## config.mk

```make
export PLATFORM = sky130hd
export DESIGN_NAME = bch_gf_pow_seq
export DESIGN_NICKNAME = d
export VERILOG_FILES = /design/src/rtl/bch_gf_pkg.sv /design/src/rtl/gfmult.sv /design/src/rtl/bch_gf_pow_seq.sv
export SDC_FILE = /design/constraint.sdc
export NUM_CORES = 1
export LEC_CHECK = 0
export ABC_AREA = 1
export BUFFER_PORTS_ARGS = -buffer_cell sky130_fd_sc_hd__buf_2
export CORE_UTILIZATION = 35
export CTS_CLUSTER_DIAMETER = 30
export CTS_CLUSTER_SIZE = 16
export DETAILED_ROUTE_END_ITERATION = 6
export PLACE_DENSITY = 0.56
export SYNTH_ARGS = -nofsm -noshare
export SYNTH_HDL_FRONTEND = slang
export SYNTH_SLANG_ARGS = --single-unit
```

## constraint.sdc

```tcl
create_clock -name clk -period 3.1 [get_ports clk]
set_input_delay 0.155 -clock clk [delete_from_list [all_inputs] [get_ports clk]]
set_output_delay 0.155 -clock clk [all_outputs]
set_load 0.03 [all_outputs]
```

## src/rtl/bch_gf_pkg.sv

```systemverilog
// Shared GF(2^10) constants and the exponentiation FSM state type for the BCH decoder.
package bch_gf_pkg;
    localparam int              GF_M       = 10;
    localparam logic [GF_M-1:0] GF_POLY    = 10'h009;  // x^10 = x^3 + 1
    localparam logic [GF_M-1:0] GF_ONE     = 10'h001;
    localparam logic [GF_M-1:0] GF_INV_EXP = 10'd1022;

    typedef enum logic [1:0] {
        IDLE = 2'd0,
        SQ   = 2'd1,
        MUL  = 2'd2,
        DONE = 2'd3
    } pow_state_e;
endpackage

```

## src/rtl/gfmult.sv

```systemverilog
// Combinational GF(2^10) multiplier, polynomial basis, MSB-first shift-and-add with reduction.
module gfmult
    import bch_gf_pkg::*;
(
    input  logic [GF_M-1:0] a,
    input  logic [GF_M-1:0] b,
    output logic [GF_M-1:0] p
);
    logic [GF_M-1:0] acc;

    always_comb begin
        acc = '0;
        for (int i = GF_M - 1; i >= 0; i--) begin
            acc = {acc[GF_M-2:0], 1'b0} ^ (acc[GF_M-1] ? GF_POLY : '0);
            if (b[i]) acc = acc ^ a;
        end
        p = acc;
    end
endmodule

```

## src/rtl/bch_gf_pow_seq.sv

```systemverilog
// Sequential GF(2^10) a^e by MSB-first square-and-multiply on one shared multiplier;
// e = 1022 gives the field inverse used by the error-locator step.
module bch_gf_pow_seq
    import bch_gf_pkg::*;
#(
    parameter int M     = GF_M,
    parameter int EXP_W = 10
) (
    input  logic             clk,
    input  logic             rst_n,
    input  logic             in_valid,
    output logic             in_ready,
    input  logic [M-1:0]     in_a,
    input  logic [EXP_W-1:0] in_e,
    output logic             out_valid,
    input  logic             out_ready,
    output logic [M-1:0]     out_c,
    output logic             out_zero
);
    localparam int          IDX_W    = 4;
    localparam [IDX_W-1:0]  IDX_LAST = IDX_W'(EXP_W - 1);

    pow_state_e       state_q, state_d;
    logic [M-1:0]     a_q, a_d;
    logic [EXP_W-1:0] e_q, e_d;
    logic [M-1:0]     acc_q, acc_d;
    logic [IDX_W-1:0] bit_idx_q, bit_idx_d;
    logic [M-1:0]     mul_b, prod;

    // SQ squares the accumulator, MUL folds in the base.
    assign mul_b = (state_q == MUL) ? a_q : acc_q;

    gfmult u_gfmult (
        .a (acc_q),
        .b (mul_b),
        .p (prod)
    );

    always_comb begin
        state_d   = state_q;
        a_d       = a_q;
        e_d       = e_q;
        acc_d     = acc_q;
        bit_idx_d = bit_idx_q;
        case (state_q)
            IDLE: begin
                if (in_valid) begin
                    a_d       = in_a;
                    e_d       = in_e;
                    acc_d     = GF_ONE;
                    bit_idx_d = IDX_LAST;
                    state_d   = SQ;
                end
            end
            SQ: begin
                acc_d = prod;
                if (e_q[bit_idx_q])        state_d = MUL;
                else if (bit_idx_q == '0)  state_d = DONE;
                else                       bit_idx_d = bit_idx_q - 1'b1;
            end
            MUL: begin
                acc_d = prod;
                if (bit_idx_q == '0) begin
                    state_d = DONE;
                end else begin
                    bit_idx_d = bit_idx_q - 1'b1;
                    state_d   = SQ;
                end
            end
            DONE: begin
                if (out_ready) state_d = IDLE;
            end
            default: state_d = IDLE;
        endcase
    end

    always_ff @(posedge clk) begin
        if (!rst_n) begin
            state_q   <= IDLE;
            a_q       <= '0;
            e_q       <= '0;
            acc_q     <= GF_ONE;
            bit_idx_q <= IDX_LAST;
        end else begin
            state_q   <= state_d;
            a_q       <= a_d;
            e_q       <= e_d;
            acc_q     <= acc_d;
            bit_idx_q <= bit_idx_d;
        end
    end

    // All outputs decode registered state only; data is gated to zero outside DONE.
    assign in_ready  = (state_q == IDLE);
    assign out_valid = (state_q == DONE);
    assign out_c     = out_valid ? acc_q : '0;
    assign out_zero  = out_valid && (a_q == '0) && (e_q != '0);
endmodule

```

Word level (Yosys, flattened, before mapping)
Index checks and enable logic that the tools add are counted.
Widths: inputs -> output; s select.

storage, ports and cells
  register bits = 36
  output and inout port bits = 13
  logic and storage cells = 80

cells by class
  add/subtract/negate cells = 1
  $lt $le $gt $ge = 1
  eq/ne operators = 7
  mux-type cells = 35
  bitwise operators = 18
  reduce and logical (&&, ||, !) cells = 13

operators with widths
  cell                 number
  $xor 10x10->10       18
  $mux 10              13
  $mux 4               12
  $pmux 10 s2          1
  $pmux 4 s3           1
  $logic_not 10->1     1
  $mux 2               5
  $reduce_bool 10->1   1
  $pmux 2 s4           1
  $reduce_and 3->1     2
  $lt 4x5->1 const B   1
  $bmux 1 s4           1
  $eq 2x2->1 const B   2
  $logic_not 4->1      1
  $ne 2x2->1 const B   2
  $reduce_and 2->1     2
  $sub 4x1->4 const B  1
  $ne 3x3->1 const B   1
  $reduce_bool 3->1    1
  $eq 2x1->1 const B   1
  $logic_and 1x1->1    2
  $logic_not 2->1      1
  $ne 2x1->1 const B   1
  $reduce_bool 2->1    1
  2 further kinds      2

Logic depth before layout (Yosys ltp)
  depth in word-level cells = 40
  depth in mapped cells = 24
  mapped depth without buffers = 23

Modules after synthesis
A second synthesis with hierarchy kept.

second synthesis, totals
  cells, all modules = 682
  area, all modules = 3903.7 sq um

by module, submodules not included
  module          times used  cells each  area an instance (sq um)
  gfmult          1           403         2026.9
  bch_gf_pow_seq  1           279         1876.8

Worst setup path after synthesis
Ideal clock, no wire load.

  path kind = register to output
  from = register state_q[0]
  to = output out_zero
  arrival = 2.438 ns
  slack = 0.507 ns
  stages on the path, launching flop included = 4
  buffers on the path = 0
  cells stage by stage = dfxtp_1 > ha_1 > nand3_1 > a2111oi_0

on the way
  longest elaborated chain between the ends = 3

ends and longest elaborated chain
  element                          RTL line              text
  start: declaration               bch_gf_pow_seq.sv:23  pow_state_e state_q, state_d;
  start signal: assignment         bch_gf_pow_seq.sv:85  state_q <= state_d;
  $eq 2x2->1                       bch_gf_pow_seq.sv:95  assign out_valid = (state_q == DONE);
  net out_valid                    bch_gf_pow_seq.sv:15  output logic out_valid,
  $logic_and 1x1->1 (2 in series)  bch_gf_pow_seq.sv:97  assign out_zero = out_valid && (a_q == '0) && (e_q != '0);
  end: declaration                 bch_gf_pow_seq.sv:18  output logic out_zero

The timed path passes the listed nets, and every way through them passes these cells.

Worst setup path after layout
  from = register state_q[0]
  to = register acc_q[9]

on the way
  longest elaborated chain between the ends = 32
  elaborated cells on any way between the ends = 38
  those cells by class = eq/ne (3); mux (13); bitwise (18); reduce/logical (4)

ends and longest elaborated chain
  element                 RTL line                                    text
  $eq 2x2->1              bch_gf_pow_seq.sv:31, bch_gf_pow_seq.sv:45
  $mux 10                 bch_gf_pow_seq.sv:31                        assign mul_b = (state_q == MUL) ? a_q : acc_q;
  $mux 10                 gfmult.sv:15                                if (b[i]) acc = acc ^ a;
  $xor 10x10->10          gfmult.sv:14                                acc = {acc[GF_M-2:0], 1'b0} ^ (acc[GF_M-1] ? GF_POLY : '0);
  $xor 10x10->10          gfmult.sv:15
  $mux 10                 gfmult.sv:15
  $xor 10x10->10          gfmult.sv:14
  $xor 10x10->10          gfmult.sv:15
  [... 16 more ...]       --
  $mux 10                 gfmult.sv:15
  $xor 10x10->10          gfmult.sv:14
  $xor 10x10->10          gfmult.sv:15
  $mux 10                 gfmult.sv:15
  $xor 10x10->10          gfmult.sv:14
  $xor 10x10->10          gfmult.sv:15
  $mux 10                 gfmult.sv:15
  $pmux 10 s2             bch_gf_pow_seq.sv:45                        case (state_q)
  end signal: assignment  bch_gf_pow_seq.sv:82                        acc_q <= GF_ONE;
  end signal: assignment  bch_gf_pow_seq.sv:88                        acc_q <= acc_d;
  end: declaration        bch_gf_pow_seq.sv:26                        logic [M-1:0] acc_q, acc_d;

Several ways; a longest one is shown, not always the timed one.
A chain may end at the register's enable or synchronous reset.

==> metrics <==
share of synthesized area occupied by flip-flops and latches 20.0%; cells taking the most area after synthesis dfxtp_1, nand2_1, xor2_1; Worst setup SP type flip-flop; pin count of the biggest net entering global routing 38; worst reg-to-reg path cell count 17; library cells used by synthesis 39; worst-case vdd ir drop 0.473 mV; area share of xor/xnor cells in the synthesized design 15.5%; longest individual stage delay on the worst path 0.37 ns; worst clock skew 0.00566 ns; ratio of cells with drive above 1 in the final layout 13.3%; post-synthesis adder-cell area fraction 1.74%; initial antenna violation count 0; finished layout cell area 0.00405 mm²; number of setup violations in the final report 0; static leakage 1.88 nW; number of input and output port buffers inserted 36; power per cell area 725 mW/mm²; via count normalized by instance count 4.77; RSZ-0062 raised after global routing no; number of nets with antenna violations after detailed routing 0; stages on the worst setup path 17; async set-or-reset flop fraction in the synthesized netlist 0%; H-Tree Depth 2; most common library cells after synthesis nand2_1, nor2_1, inv_1, nand3_1, xor2_1; # rows 36; combinational family with the most area after synthesis simple AND/OR/NAND/NOR gates; peak fanout along the critical path 17; most frequently used cell type in the post-synthesis netlist nand2_1; final sum of negative setup slack 0 ns; Min-Delay Path Depth 3; number of buffers between clock root and the deepest sink 2; worst path setup slack after routing 0.324 ns; remaining routing DRC violations 0; global-route wire length before repair 17.6 mm; number of max-cap violations 0; synthesized area per cell 5.99 µm²; Worst setup EP type flip-flop; overall fraction of global-route tracks in use 21.7%; count of buffer and inverter cells on the critical path 3; post-synthesis net count 629; drt total wl 10.6 mm; detailed router's first-iteration violation count 274; total number of yosys warnings 0; max-slew violation count 0; number of global-route vias before repair 3489; post-synthesis compound-gate area fraction 13.0%; Place WS 0.339 ns; Syn Std Cell Area 0.00359 mm²; CP top delay family simple AND/OR/NAND/NOR gates; Critical Path Slowest Stage Cell dfxtp_2; outcome completed; leftover overflow at the end of global routing 0; clk sinks 36; routability congestion estimate from global placement 0.887; starting density of the core 36.4%; post-CTS setup repair buffer count 0; Period Utilization, post-route 89.6%; library cell with the largest summed area after synthesis dfxtp_1; class of the worst hold path in2reg; Final #Nets 667; portion of synthesized cell area occupied by the leading cell type 20.0%; Worst-Margin Slew 0.696 ns; source-to-sink clock delay at the later pin of the worst-skew pair 0.29 ns; number of hold violations in the final report 0; sequence of cells on the critical path inv_1 -> ha_1 -> buf_12 -> inv_6 -> nand2_2 -> nand2_4 -> nand2_1 -> xor2_1 -> xor2_1 -> xor2_1 -> nand3b_1 -> nand2_1 -> nand2_1 -> nand3_1 -> nand3b_1 -> nand3_1 -> a21oi_1; Clock Root Buffer clkbuf_8; worst path arrival time 3.00 ns; Layout Area Growth over Synthesis 12.6%; tightest slew margin relative to the limit 53.3%; timing-limited maximum frequency 360 MHz; number of cells produced by synthesis 600; post-synthesis share of cell area spent on and, or, nand and nor gates 37.8%; number of CTS-inserted buffers 5; multiplexer fraction of the synthesized cell area 0%; antenna cell count 0; Post-synth EDFFs 0; instance area at placement 0.00394 mm²; DPL Wire Length 8.14 mm; vias after detailed routing 3682; Most used DFF post-synth dfxtp_1; data required time at the worst endpoint 3.32 ns; flop and latch count out of synthesis 36; classification of the worst setup path reg2reg; Die Span Y 103 µm; number of primary I/O pins 37; area of the core 0.00986 mm²; number of iterations in the first detailed-routing pass 4; Total Die Area 0.0107 mm²; Chip Width 103 µm; final routed wire length divided by cell count 13.7 µm; CTS tree built; final critical path time including I/O delays and setup 2.78 ns; clock-pin slew on the worst setup and hold paths 0.08 ns
[registers in the layout, indices dropped and copies added (netlist names)]
| name | count |
|---|---|
| a_q | 10 |
| state_q | 2 |
| bit_idx_q | 4 |
| acc_q | 10 |
| e_q | 10 |
[metrics by stage]
stage	hold WS, ns	utilization, %	power (mW)	cells
3_5_place_dp	0.416	40.0	2.54	764
5_1_grt	0.112	41.0	3.20	772
2_1_floorplan	0.293	-	2.05	600
6_report	0.105	41.0	2.93	772
3_3_place_gp	0.408	40.0	2.52	764
4_1_cts	0.103	41.0	2.93	772
[path summary, 6_finish.rpt]
check | slack, ns | to | from
worst max register to register | 0.32 | acc_q[9] | state_q[0]
worst min register to register | 0.48 | e_q[8] | e_q[8]
worst max-delay path | 0.32 | acc_q[9] | state_q[0]
worst min-delay path | 0.11 | e_q[7] | in_e[7]
[routing by layer]
metal / GRT usage (%) / part of all wire, %
met5: 0 / 0
met4: 5.63 / 1.3
met3: 3.36 / 5.3
met2: 35.7 / 45
met1: 29.4 / 48
[worst reg2reg max path: stages, from the launching register on]
cell and delay (ns):
dfxtp_2 0.37, inv_1 0.08, ha_1 0.25, buf_12 0.17, inv_6 0.11, nand2_2 0.07, nand2_4 0.10, nand2_1 0.07
xor2_1 0.17, xor2_1 0.30, xor2_1 0.29, nand3b_1 0.20, nand2_1 0.06, nand2_1 0.06, nand3_1 0.08, nand3b_1 0.09
nand3_1 0.08, a21oi_1 0.15
[placed cells by master (no fill, tap or decap), drive strengths merged, types with 23 or more instances in the layout]
| master | count |
|---|---|
| o21ai | 44 |
| inv | 82 |
| nand2 | 155 |
| xnor2 | 23 |
| nand3 | 45 |
| buf | 48 |
| dfxtp | 36 |
| xor2 | 39 |
| a21oi | 34 |
| nor2 | 89 |
[cells by family (layout without fill, tap and decap cells)]
kind of cell    count (synthesis)  after routing
buf+inv                       102            141
fa+ha+maj                       5              5
compound gates                 85             85
simple gates                  310            310
flops                          36             36
xor+xnor                       62             62
[timing repair]
item / 4_1_cts / 5_1_grt
setup endpoints to repair: 0 / 2
hold buffers: 0 / 0
resized for setup: 0 / 2
endpoints found under the hold margin: 0 / 0
[power breakdown]
group / leakage [nW] / internal, mW / total (mW) / switching [mW]
logic: 1.54 / 0.601 / 1.87 / 1.27
clock network: 0.0516 / 0.182 / 0.378 / 0.195
registers: 0.296 / 0.585 / 0.687 / 0.101
total: 1.88 / 1.37 / 2.93 / 1.57
[cell type report]
type                            count  area, µm²
Inverter                           85        328
Multi-Input combinational cell    462       2450
Sequential cell                    36        722
Fill cell                        1053       5820
Clock inverter                      2       13.8
Tap cell                          133        166
Timing Repair Buffer               48        283
Clock buffer                        6       82.6
Power figures use the tool's default switching activity.
